### src/rtl/nes_cpu_pkg.sv
// Shared CPU definitions: fetch FSM states, 6502 addressing modes, opcode constants
// and the opcode -> instruction length/illegal lookup used by the fetch stage.
`ifndef BYTE
`define BYTE 8
`endif

package nes_cpu_pkg;

    localparam int MEM_ADDR_SIZE = 16;

    typedef enum logic [1:0] {
        S_RESET,
        S_REQ,
        S_RESP,
        S_HOLD
    } fetch_state_e;

    typedef enum logic [3:0] {
        AM_IMP,
        AM_ACC,
        AM_IMM,
        AM_ZPG,
        AM_ZPX,
        AM_ZPY,
        AM_IZX,
        AM_IZY,
        AM_REL,
        AM_ABS,
        AM_ABX,
        AM_ABY,
        AM_IND,
        AM_ILL
    } addr_mode_e;

    localparam logic [`BYTE-1:0] ORA_IMM   = 8'h09;
    localparam logic [`BYTE-1:0] ORA_ZPG   = 8'h05;
    localparam logic [`BYTE-1:0] ORA_ZPG_X = 8'h15;
    localparam logic [`BYTE-1:0] ORA_ABS   = 8'h0D;
    localparam logic [`BYTE-1:0] LDA_IMM   = 8'hA9;
    localparam logic [`BYTE-1:0] JMP_ABS   = 8'h4C;
    localparam logic [`BYTE-1:0] JMP_IND   = 8'h6C;
    localparam logic [`BYTE-1:0] JSR_ABS   = 8'h20;
    localparam logic [`BYTE-1:0] BRK       = 8'h00;
    localparam logic [`BYTE-1:0] NOP       = 8'hEA;

    typedef struct packed {
        logic [1:0] len;
        logic       illegal;
    } instr_len_t;

    // Official NMOS 6502 opcode set; anything not listed is treated as illegal.
    function automatic addr_mode_e addr_mode(input logic [`BYTE-1:0] op);
        addr_mode_e m;
        m = AM_ILL;
        case (op)
            8'h00, 8'h08, 8'h18, 8'h28, 8'h38, 8'h40, 8'h48, 8'h58,
            8'h60, 8'h68, 8'h78, 8'h88, 8'h8A, 8'h98, 8'h9A, 8'hA8,
            8'hAA, 8'hB8, 8'hBA, 8'hC8, 8'hCA, 8'hD8, 8'hE8, 8'hEA,
            8'hF8:                                          m = AM_IMP;
            8'h0A, 8'h2A, 8'h4A, 8'h6A:                     m = AM_ACC;
            8'h09, 8'h29, 8'h49, 8'h69, 8'hA9, 8'hC9, 8'hE9,
            8'hA0, 8'hA2, 8'hC0, 8'hE0:                     m = AM_IMM;
            8'h05, 8'h25, 8'h45, 8'h65, 8'h85, 8'hA5, 8'hC5, 8'hE5,
            8'h06, 8'h26, 8'h46, 8'h66, 8'h86, 8'hA6, 8'hC6, 8'hE6,
            8'h24, 8'h84, 8'hA4, 8'hC4, 8'hE4:              m = AM_ZPG;
            8'h15, 8'h35, 8'h55, 8'h75, 8'h95, 8'hB5, 8'hD5, 8'hF5,
            8'h16, 8'h36, 8'h56, 8'h76, 8'hD6, 8'hF6,
            8'h94, 8'hB4:                                   m = AM_ZPX;
            8'h96, 8'hB6:                                   m = AM_ZPY;
            8'h01, 8'h21, 8'h41, 8'h61, 8'h81, 8'hA1, 8'hC1, 8'hE1:
                                                            m = AM_IZX;
            8'h11, 8'h31, 8'h51, 8'h71, 8'h91, 8'hB1, 8'hD1, 8'hF1:
                                                            m = AM_IZY;
            8'h10, 8'h30, 8'h50, 8'h70, 8'h90, 8'hB0, 8'hD0, 8'hF0:
                                                            m = AM_REL;
            8'h0D, 8'h2D, 8'h4D, 8'h6D, 8'h8D, 8'hAD, 8'hCD, 8'hED,
            8'h0E, 8'h2E, 8'h4E, 8'h6E, 8'h8E, 8'hAE, 8'hCE, 8'hEE,
            8'h2C, 8'h8C, 8'hAC, 8'hCC, 8'hEC, 8'h4C, 8'h20: m = AM_ABS;
            8'h6C:                                          m = AM_IND;
            8'h1D, 8'h3D, 8'h5D, 8'h7D, 8'h9D, 8'hBD, 8'hDD, 8'hFD,
            8'h1E, 8'h3E, 8'h5E, 8'h7E, 8'hDE, 8'hFE,
            8'hBC:                                          m = AM_ABX;
            8'h19, 8'h39, 8'h59, 8'h79, 8'h99, 8'hB9, 8'hD9, 8'hF9,
            8'hBE:                                          m = AM_ABY;
            default:                                        m = AM_ILL;
        endcase
        return m;
    endfunction

    // Illegal opcodes are consumed as single bytes so fetch keeps moving.
    function automatic instr_len_t instr_len(input logic [`BYTE-1:0] op);
        instr_len_t r;
        r.len     = 2'd1;
        r.illegal = 1'b0;
        case (addr_mode(op))
            AM_IMP, AM_ACC:                               r.len = 2'd1;
            AM_IMM, AM_ZPG, AM_ZPX, AM_ZPY,
            AM_IZX, AM_IZY, AM_REL:                       r.len = 2'd2;
            AM_ABS, AM_ABX, AM_ABY, AM_IND:               r.len = 2'd3;
            default: begin
                r.len     = 2'd1;
                r.illegal = 1'b1;
            end
        endcase
        return r;
    endfunction

endpackage

### src/rtl/fetch_t_len_dec.sv
// Combinational opcode length decoder for the fetch stage.
module fetch_len_dec_t
    import nes_cpu_pkg::*;
(
    input  logic [`BYTE-1:0] opcode_i,
    output logic [1:0]       len_o,
    output logic             illegal_o
);

    instr_len_t dec;

    assign dec       = instr_len(opcode_i);
    assign len_o     = dec.len;
    assign illegal_o = dec.illegal;

endmodule

### src/rtl/fetch_t.sv
// Instruction fetch stage: reads 3-byte words from mem_t and hands aligned 1..3 byte
// instructions to decode over valid/ready. Optional counters under FETCH_PERF_EN.
module fetch_t
    import nes_cpu_pkg::*;
#(
    parameter logic [MEM_ADDR_SIZE-1:0] RESET_PC = '0
)
(
    input  logic                     clk_i,
    input  logic                     rstn_i,
    output logic [MEM_ADDR_SIZE-1:0] mem_addr_o,
    input  logic [3*`BYTE-1:0]       mem_data_i,
    input  logic                     redirect_i,
    input  logic [MEM_ADDR_SIZE-1:0] redirect_pc_i,
    output logic                     instr_valid_o,
    input  logic                     instr_ready_i,
    output logic [3*`BYTE-1:0]       instr_o,
    output logic [MEM_ADDR_SIZE-1:0] instr_pc_o,
    output logic [1:0]               instr_len_o,
    output logic                     instr_illegal_o,
`ifdef FETCH_PERF_EN
    output logic [31:0]              fetch_cnt_o,
    output logic [31:0]              stall_cnt_o,
`endif
    output fetch_state_e             dbg_state_o
);

    // Handshake: a bundle transfers on any edge where instr_valid_o & instr_ready_i;
    // while valid & !ready the bundle is frozen, and valid only falls after a
    // transfer or a redirect.

    fetch_state_e             state_q, state_d;
    logic [MEM_ADDR_SIZE-1:0] pc_q, pc_d;
    logic [MEM_ADDR_SIZE-1:0] instr_pc_q, instr_pc_d;
    logic [3*`BYTE-1:0]       instr_q, instr_d;
    logic [3*`BYTE-1:0]       masked;
    logic [1:0]               len_q, len_d;
    logic                     illegal_q, illegal_d;
    logic                     valid_q, valid_d;
    logic [1:0]               dec_len;
    logic                     dec_illegal;

    fetch_len_dec_t u_len_dec (
        .opcode_i  (mem_data_i[`BYTE-1:0]),
        .len_o     (dec_len),
        .illegal_o (dec_illegal)
    );

    always_comb begin
        masked = mem_data_i;
        case (dec_len)
            2'd3:    masked = mem_data_i;
            2'd2:    masked = {{`BYTE{1'b0}}, mem_data_i[2*`BYTE-1:0]};
            default: masked = {{(2*`BYTE){1'b0}}, mem_data_i[`BYTE-1:0]};
        endcase
    end

    always_comb begin
        state_d    = state_q;
        pc_d       = pc_q;
        instr_pc_d = instr_pc_q;
        instr_d    = instr_q;
        len_d      = len_q;
        illegal_d  = illegal_q;
        valid_d    = valid_q;

        if (redirect_i) begin
            // Also drops a read in flight; a coincident transfer is simply consumed.
            pc_d    = redirect_pc_i;
            valid_d = 1'b0;
            state_d = S_REQ;
        end else begin
            case (state_q)
                S_RESET: state_d = S_REQ;
                S_REQ:   state_d = S_RESP;
                S_RESP: begin
                    instr_d    = masked;
                    instr_pc_d = pc_q;
                    len_d      = dec_len;
                    illegal_d  = dec_illegal;
                    valid_d    = 1'b1;
                    pc_d       = pc_q + {{(MEM_ADDR_SIZE-2){1'b0}}, dec_len};
                    state_d    = S_HOLD;
                end
                S_HOLD: begin
                    // mem_t has been sampling the advanced pc_q, so data is ready next cycle.
                    if (instr_ready_i) begin
                        valid_d = 1'b0;
                        state_d = S_RESP;
                    end
                end
                default: state_d = S_RESET;
            endcase
        end
    end

    always_ff @(posedge clk_i or negedge rstn_i) begin
        if (!rstn_i) begin
            state_q    <= S_RESET;
            pc_q       <= RESET_PC;
            instr_pc_q <= '0;
            instr_q    <= '0;
            len_q      <= '0;
            illegal_q  <= 1'b0;
            valid_q    <= 1'b0;
        end else begin
            state_q    <= state_d;
            pc_q       <= pc_d;
            instr_pc_q <= instr_pc_d;
            instr_q    <= instr_d;
            len_q      <= len_d;
            illegal_q  <= illegal_d;
            valid_q    <= valid_d;
        end
    end

`ifdef FETCH_PERF_EN
    logic [31:0] fetch_cnt_q, stall_cnt_q;
    logic        xfer;

    assign xfer = valid_q & instr_ready_i;

    // Both counters saturate rather than wrap and ignore redirects.
    always_ff @(posedge clk_i or negedge rstn_i) begin
        if (!rstn_i) begin
            fetch_cnt_q <= '0;
            stall_cnt_q <= '0;
        end else begin
            if (xfer && (fetch_cnt_q != 32'hFFFF_FFFF)) begin
                fetch_cnt_q <= fetch_cnt_q + 32'd1;
            end
            if ((state_q == S_HOLD) && !instr_ready_i && (stall_cnt_q != 32'hFFFF_FFFF)) begin
                stall_cnt_q <= stall_cnt_q + 32'd1;
            end
        end
    end

    assign fetch_cnt_o = fetch_cnt_q;
    assign stall_cnt_o = stall_cnt_q;
`endif

    assign mem_addr_o      = pc_q;
    assign instr_valid_o   = valid_q;
    assign instr_o         = instr_q;
    assign instr_pc_o      = instr_pc_q;
    assign instr_len_o     = len_q;
    assign instr_illegal_o = illegal_q;
    assign dbg_state_o     = state_q;

endmodule

### config.mk
export PLATFORM = sky130hd
export DESIGN_NAME = fetch_t
export DESIGN_NICKNAME = d
export VERILOG_FILES = /design/src/rtl/nes_cpu_pkg.sv /design/src/rtl/fetch_t_len_dec.sv /design/src/rtl/fetch_t.sv
export SDC_FILE = /design/constraint.sdc
export NUM_CORES = 1
export LEC_CHECK = 0
export CELL_PAD_IN_SITES_DETAIL_PLACEMENT = 2
export CELL_PAD_IN_SITES_GLOBAL_PLACEMENT = 2
export CORE_ASPECT_RATIO = 0.6
export CORE_MARGIN = 2
export CORE_UTILIZATION = 28
export DETAILED_ROUTE_END_ITERATION = 8
export MAX_ROUTING_LAYER = met4
export PLACE_DENSITY_LB_ADDON = 0.1
export SETUP_SLACK_MARGIN = 0.15
export SYNTH_ARGS = -nofsm -noshare
export SYNTH_HDL_FRONTEND = slang
export SYNTH_HIERARCHICAL = 1
export SYNTH_SLANG_ARGS = --single-unit
### constraint.sdc
create_clock -name clk_i -period 2.4 [get_ports clk_i]
set_clock_uncertainty 0.15 [all_clocks]
set_input_delay 0.36 -clock clk_i [delete_from_list [all_inputs] [get_ports clk_i]]
set_output_delay 0.36 -clock clk_i [all_outputs]
set_load 0.01 [all_outputs]
**After elaboration in Yosys (flattened, before gate mapping)**

Memory sizes are Yosys's and may differ from the RTL's.
Index checks and enable logic that the tools add are counted.

- Bits in registers: 62
- Latch bits: 0
- RAM bits: 0
- ROM bits: 1,024
- Input port bits: 44
- Output and inout port bits: 62
- Word-level logic and storage cells: 48
- Memories: 1

Memory list:

| name | depth | width | rd ports | clocked after memory_dff | wr ports | line | source |
|---|---|---|---|---|---|---|---|
| (no name shown) | 256 | 4 | 1 | 0 | 0 | nes_cpu_pkg.sv:55 | `case (op)` |

- Add/subtract/negate cells: 1
- $mul: 0
- Div/mod/pow operators: 0
- Magnitude comparators: 0
- Equal/unequal tests: 18
- Shift-type cells: 0
- Muxes and demuxes: 11
- Bitwise gates (word level): 1
- Reduce and logical (&&, ||, !) cells: 9

Operators by type and width:

| operator | number |
|---|---|
| $pmux 24 s2 | 1 |
| $mux 16 | 2 |
| $eq 4x4->1 const B | 5 |
| $add 16x2->16 | 1 |
| $eq 4x3->1 const B | 4 |
| $reduce_or 13->1 | 1 |
| $eq 2x2->1 const B | 4 |
| $eq 4x2->1 const B | 2 |
| $pmux 2 s4 | 1 |
| $reduce_or 7->1 | 1 |
| $eq 4x1->1 const B | 1 |
| $logic_not 4->1 | 1 |
| $mux 2 | 2 |
| $pmux 2 s2 | 1 |
| $reduce_and 2->1 | 2 |
| $reduce_or 4->1 | 1 |
| $mux 1 | 3 |
| $ne 3x3->1 const B | 1 |
| $reduce_bool 3->1 | 1 |
| $eq 2x1->1 const B | 1 |
| $logic_not 2->1 | 1 |
| $pmux 1 s2 | 1 |
| $reduce_bool 2->1 | 1 |
| $not 1->1 | 1 |

**Logic depth before layout (Yosys ltp)**

An unclocked memory read counts as a cell.

- Depth after elaboration: 7
- Depth in mapped cells: 16

**Hierarchy**

The synthesis kept the hierarchy.

Modules (own cells, without submodules):

| module | instances | cells each | area an instance (µm²) |
|---|---|---|---|
| fetch_t | 1 | 298 | 2,752.6 |
| fetch_len_dec_t | 1 | 133 | 964.7 |

**Worst setup path after synthesis**

OpenSTA, ideal clock, no wires.

- Path type: input port to flip-flop
- Start point: input mem_data_i[1]
- End point: register pc_q[12] (netlist: mem_addr_o[12])
- Setup time: 0.125 ns
- Arrival time: 3.713 ns
- Data required time: 2.125 ns
- Setup slack: -1.588 ns
- Cell stages on the path: 16
- Buffers on the path: 2
- Cells stage by stage: buf_2 > inv_1 > ha_1 > nand2b_1 > a41o_1 > a221o_1 > o21ai_2 > a21oi_2 > a2bb2oi_2 > clkbuf_1 > inv_1 > fa_1 > nand4bb_2 > nor4_1 > xor2_1 > mux2_2

- Word-level cells in the longest chain between the ends: 7
- Elaborated cells between the ends (all ways): 18
- Classes of those cells: 1 x add/sub; 11 x eq/ne; 3 x mux; 2 x reduce/logical; 1 x memory

Ends and longest elaborated chain:

| item | line | source |
|---|---|---|
| start: declaration | fetch_t.sv:12 | `` input logic [3*`BYTE-1:0] mem_data_i, `` |
| $mem_v2 256x4 (*) | - |  |
| $eq 4x2->1, or another cell as far along | nes_cpu_pkg.sv:95 | `case (addr_mode(op))` |
| $reduce_or 7->1 / $reduce_or 4->1 (equally long branches) | - |  |
| $pmux 2 s2 (*) | nes_cpu_pkg.sv:95 |  |
| via dec_len[1] | fetch_t.sv:40 | `logic [1:0] dec_len;` |
| $add 16x2->16 (*) | fetch_t.sv:82 | `pc_d = pc_q + {{(MEM_ADDR_SIZE-2){1'b0}}, dec_len};` |
| $mux 16 (*) | fetch_t.sv:73 | `case (state_q)` |
| $mux 16 (*) | fetch_t.sv:67 | `if (redirect_i) begin` |
| end signal: assignment | fetch_t.sv:108 | `pc_q <= pc_d;` |
| end: declaration | fetch_t.sv:33 | `logic [MEM_ADDR_SIZE-1:0] pc_q, pc_d;` |

Mark *: on every way through the listed nets, which the timed path passes. The rest lies on a longest branch. The select of a mux whose other input is x is not followed.
A chain may end at the register's enable or synchronous reset.

**Final worst setup path**

- Start point: input mem_data_i[0]
- End point: register instr_q[23] (netlist: instr_o[23])

- Word-level cells in the longest chain between the ends: 6
- Elaborated cells between the ends (all ways): 18
- Classes of those cells: 13 x eq/ne; 2 x mux; 2 x reduce/logical; 1 x memory

Ends and longest elaborated chain:

| item | line | source |
|---|---|---|
| $mem_v2 256x4 (*) | - |  |
| $eq 4x2->1, or another cell as far along | nes_cpu_pkg.sv:95 |  |
| $reduce_or 7->1 / $reduce_or 4->1 (equally long branches) | - |  |
| $pmux 2 s2 (*) | nes_cpu_pkg.sv:95 |  |
| via dec_len[0] | fetch_t.sv:40 |  |
| $eq 2x2->1 | fetch_t.sv:51 | `case (dec_len)` |
| $pmux 24 s2 (*) | fetch_t.sv:51 |  |
| end signal: assignment | fetch_t.sv:110 | `instr_q <= instr_d;` |
| end: declaration | fetch_t.sv:35 | `` logic [3*`BYTE-1:0] instr_q, instr_d; `` |

Mark *: on every way through the listed nets, which the timed path passes. The rest lies on a longest branch.

==> key figures <==
Outcome
  • Run status: finished, violations left
  • Violated checks: negative setup slack

Critical path
  • CP required: 2.47 ns
  • Worst Setup End Kind: register
  • Kind of critical path: input pin to register
  • Worst Path Max Fanout: 8
  • Worst Path Arrival: 3.82 ns
  • Startpoint types: input pin

Yosys
  • Post-Synthesis Cells: 431
  • Post-synth net total: 484
  • Synth Flop Type: dfrtp_1
  • Syn Area/Cell: 8.62 µm²
  • Synthesis Warnings: 6
  • Sequential area share after synthesis: 41.7%
  • Synthesized cell area: 0.00372 mm²
  • Unique cell type count in the Yosys netlist: 68
  • Synth async-reset ratio: 100%
  • FF+latch count, synth: 62
  • EDFF count, synth: 0

Pwr
  • PwrDens: 696 mW/mm²
  • Largest vdd supply drop: 0.000366 V
  • Share of total power in the clock network: 29.2%
  • Total Power: 4.59 mW
  • Pint: 3.03 mW
  • Leakage power: 2.91 nW
  • Combinational cell fraction of total power: 39.3%
  • Switching power: 1.56 mW
  • Sw Ratio: 34.0%
  • Sequential power share: 31.5%

Place
  • Post-DP Area: 0.00534 mm²
  • Worst slack, placed: -1.92 ns
  • DPL Wire Length: 11000 µm
  • Placer Congestion: 0.864
  • Port bufs: 105

Drt
  • DR vias: 4128
  • Wl on met1: 8560 µm
  • DRC: 0
  • Metal2 WL: 8660 µm
  • WL per Instance: 23.5 µm
  • Detailed-route vias per instance: 5.15
  • Met3 Wirelength: 1110 µm
  • Total Wirelength: 18800 µm
  • Antenna viol nets, final: 0
  • DR iter-0 viols: 178
  • Max Used Layer: met4
  • DRT Pass-1 Iters: 5

Timing
  • Endpoints failing hold: 0
  • Relative slew slack: 64.7%
  • Max-slew violations: 0
  • Final setup vio count: 33
  • RSZ-0062 raised after global routing: yes
  • Final worst-path cycle share: 156%
  • F_max: 0.267 GHz
  • Setup_tns: -31.12 ns
  • Worst-Margin Slew: 0.528 ns
  • Post-route minimum period: 3.75 ns
  • Post-route setup slack: -1.35 ns

Floorplanning
  • Die Width: 153 µm
  • Num rows: 32
  • Total core area: 0.0129 mm²
  • Initial Utilization: 28.8%
  • Ports: 106
  • Die height: 93.3 µm
  • Die ar.: 0.0142 mm²

Global routing
  • Pin count of the biggest net entering global routing: 51
  • Congestion Overflow GR: 0
  • First-pass GRT wire length: 26200 µm
  • Overall routing resource usage: 24.8%
  • Vias in the first global route: 4480
  • Initial antenna violation count: 0

Clock network
  • CTS buffer count: 9
  • Root Buffer: clkbuf_16
  • Clock buffer depth: 2
  • CTS sink cnt: 62
  • CTS tree: built
  • Worst-path clk slew: 0.06 ns
  • CTS H-tree depth: 3
  • Clk_lat worst skew: 0.34 ns

Final layout
  • FF+latch area: 0.00155 mm²
  • Fin nets: 679
  • Synth-to-Final Area Change: 77.6%
  • ANT cells: 0
  • Share of cells above drive strength 1: 36.1%
  • Multi-input gate area: 0.00248 mm²
  • Design area: 0.00660 mm²
  • Final core utilization: 51.2%
  • Filler cell count: 1332

Worst hold path
  • Worst Hold Class: input pin to register

Run
  • Max-cap violations: 0
## worst paths after layout
path	startpoint	endpoint	slack [ns]	depth (start not counted)
min	mem_data_i[1]	instr_o[1]$_DFFE_PN0P_	0.23	4
min in group asynchronous	rstn_i	instr_o[8]$_DFFE_PN0P_	0.31	2
max reg2reg	mem_addr_o[1]$_DFFE_PN0P_	mem_addr_o[8]$_DFFE_PN0P_	0.14	8
min reg2reg	instr_o[7]$_DFFE_PN0P_	instr_o[7]$_DFFE_PN0P_	0.32	2
max	mem_data_i[0]	instr_o[23]$_DFFE_PN0P_	-1.35	24
max in group asynchronous	rstn_i	instr_o[5]$_DFFE_PN0P_	1.18	3
## critical path, stage by stage
cell and delay (ns):
buf_6 0.07, buf_6 0.12, buf_8 0.12, ha_4 0.18, buf_6 0.12, nor3_1 0.05
a31oi_1 0.25, a21oi_1 0.15, o32a_1 0.42, a21oi_2 0.27, mux2i_4 0.13, buf_4 0.16
buf_4 0.13, buf_4 0.12, buf_4 0.12, buf_4 0.12, buf_4 0.12, buf_4 0.12
buf_4 0.12, buf_4 0.13, buf_6 0.12, and2_4 0.18, nand3_2 0.08, nand2_2 0.06
## synth_stat cells (2+ instances only)
master | n | area share [%]
a21oi_1 | 11 | 1.5
inv_1 | 10 | 1.0
nand3_1 | 19 | 2.6
buf_4 | 3 | 0.61
nor3_1 | 8 | 1.1
nand2_1 | 133 | 13
a22oi_1 | 2 | 0.40
buf_2 | 7 | 0.94
o21ai_1 | 6 | 0.81
nand2b_1 | 9 | 1.5
nor4_1 | 4 | 0.67
mux2_2 | 2 | 0.61
nand4_1 | 8 | 1.3
dfrtp_1 | 62 | 42
buf_6 | 8 | 2.4
o21ai_0 | 20 | 2.7
xnor2_1 | 10 | 2.4
ha_1 | 8 | 2.7
and2_1 | 2 | 0.34
mux2i_1 | 7 | 1.9
nor2b_1 | 13 | 2.2
a31oi_1 | 5 | 0.84
nor2_1 | 17 | 1.7
clkbuf_1 | 7 | 0.71
or2_1 | 2 | 0.34
xor2_1 | 2 | 0.47
a21oi_2 | 2 | 0.47
o211ai_1 | 3 | 0.61
nand3_2 | 2 | 0.54
## layer usage
layer | vias up | track usage (%)
met5 | - | -
met4 | 0 | 5.09
met3 | 37 | 5.38
met2 | 147 | 38.3
met1 | 2073 | 33.8
li1 | 1871 | -
## power groups by stage
stage	clock, mW	combinational [mW]	sequential (mW)
after global placement	0	1.33	1.44
after detailed placement	0	1.36	1.45
after floorplan	0	0.451	1.53
final	1.34	1.80	1.45
after global routing	1.41	1.92	1.48
after CTS	1.35	1.53	1.44
## cell usage in the layout (no fill, tap or decap), drive strengths merged, types with 7 or more instances in the layout
master / n
nor2: 17
buf: 109
dfrtp: 62
nor2b: 13
nand3: 21
nand4: 9
clkbuf: 11
nor3: 8
clkdlybuf4s50: 97
nand2b: 9
nand2: 133
inv: 12
ha: 8
a21oi: 13
o21ai: 27
xnor2: 10
mux2i: 7
## final cells by class
cell class / count / area share (%)
clock buffer: 9 / 3.41
clock inverter: 7 / 1.12
inverter: 11 / 0.777
multi-input combinational: 331 / 37.6
sequential: 62 / 23.5
tap: 170 / 3.22
timing repair buffer: 211 / 30.4
## sequential cells by signal (all words and copies together) (netlist names)
name	flops
dbg_state_o	2
instr_o	24
instr_illegal_o	1
mem_addr_o	16
instr_len_o	2
instr_pc_o	16
instr_valid_o	1
## cell families after synthesis
| group | Yosys count | synth area share, % |
|---|---|---|
| mux | 10 | 2.79 |
| buf+inv | 38 | 6.02 |
| simple gates | 231 | 30.1 |
| fa+ha+maj | 9 | 3.23 |
| xor+xnor | 12 | 2.83 |
| flops | 62 | 41.7 |
| compound gates | 69 | 13.3 |
## metrics by stage
step,std cells,hold WS (ns)
after CTS,782,0.259
after detailed placement,736,0.135
final,801,0.225
after global routing,801,0.239
after floorplan,431,-0.0856
after global placement,736,0.129
## repair_timing
item,4_1_cts,5_1_grt
setup buffers,28,18
endpoints found under the setup margin,35,35
resized for setup,64,95
cloned,1,1
hold buffers,1,0
hold endpoints to repair,12,0
pin swaps,26,52
Power figures use the tool's default switching activity.
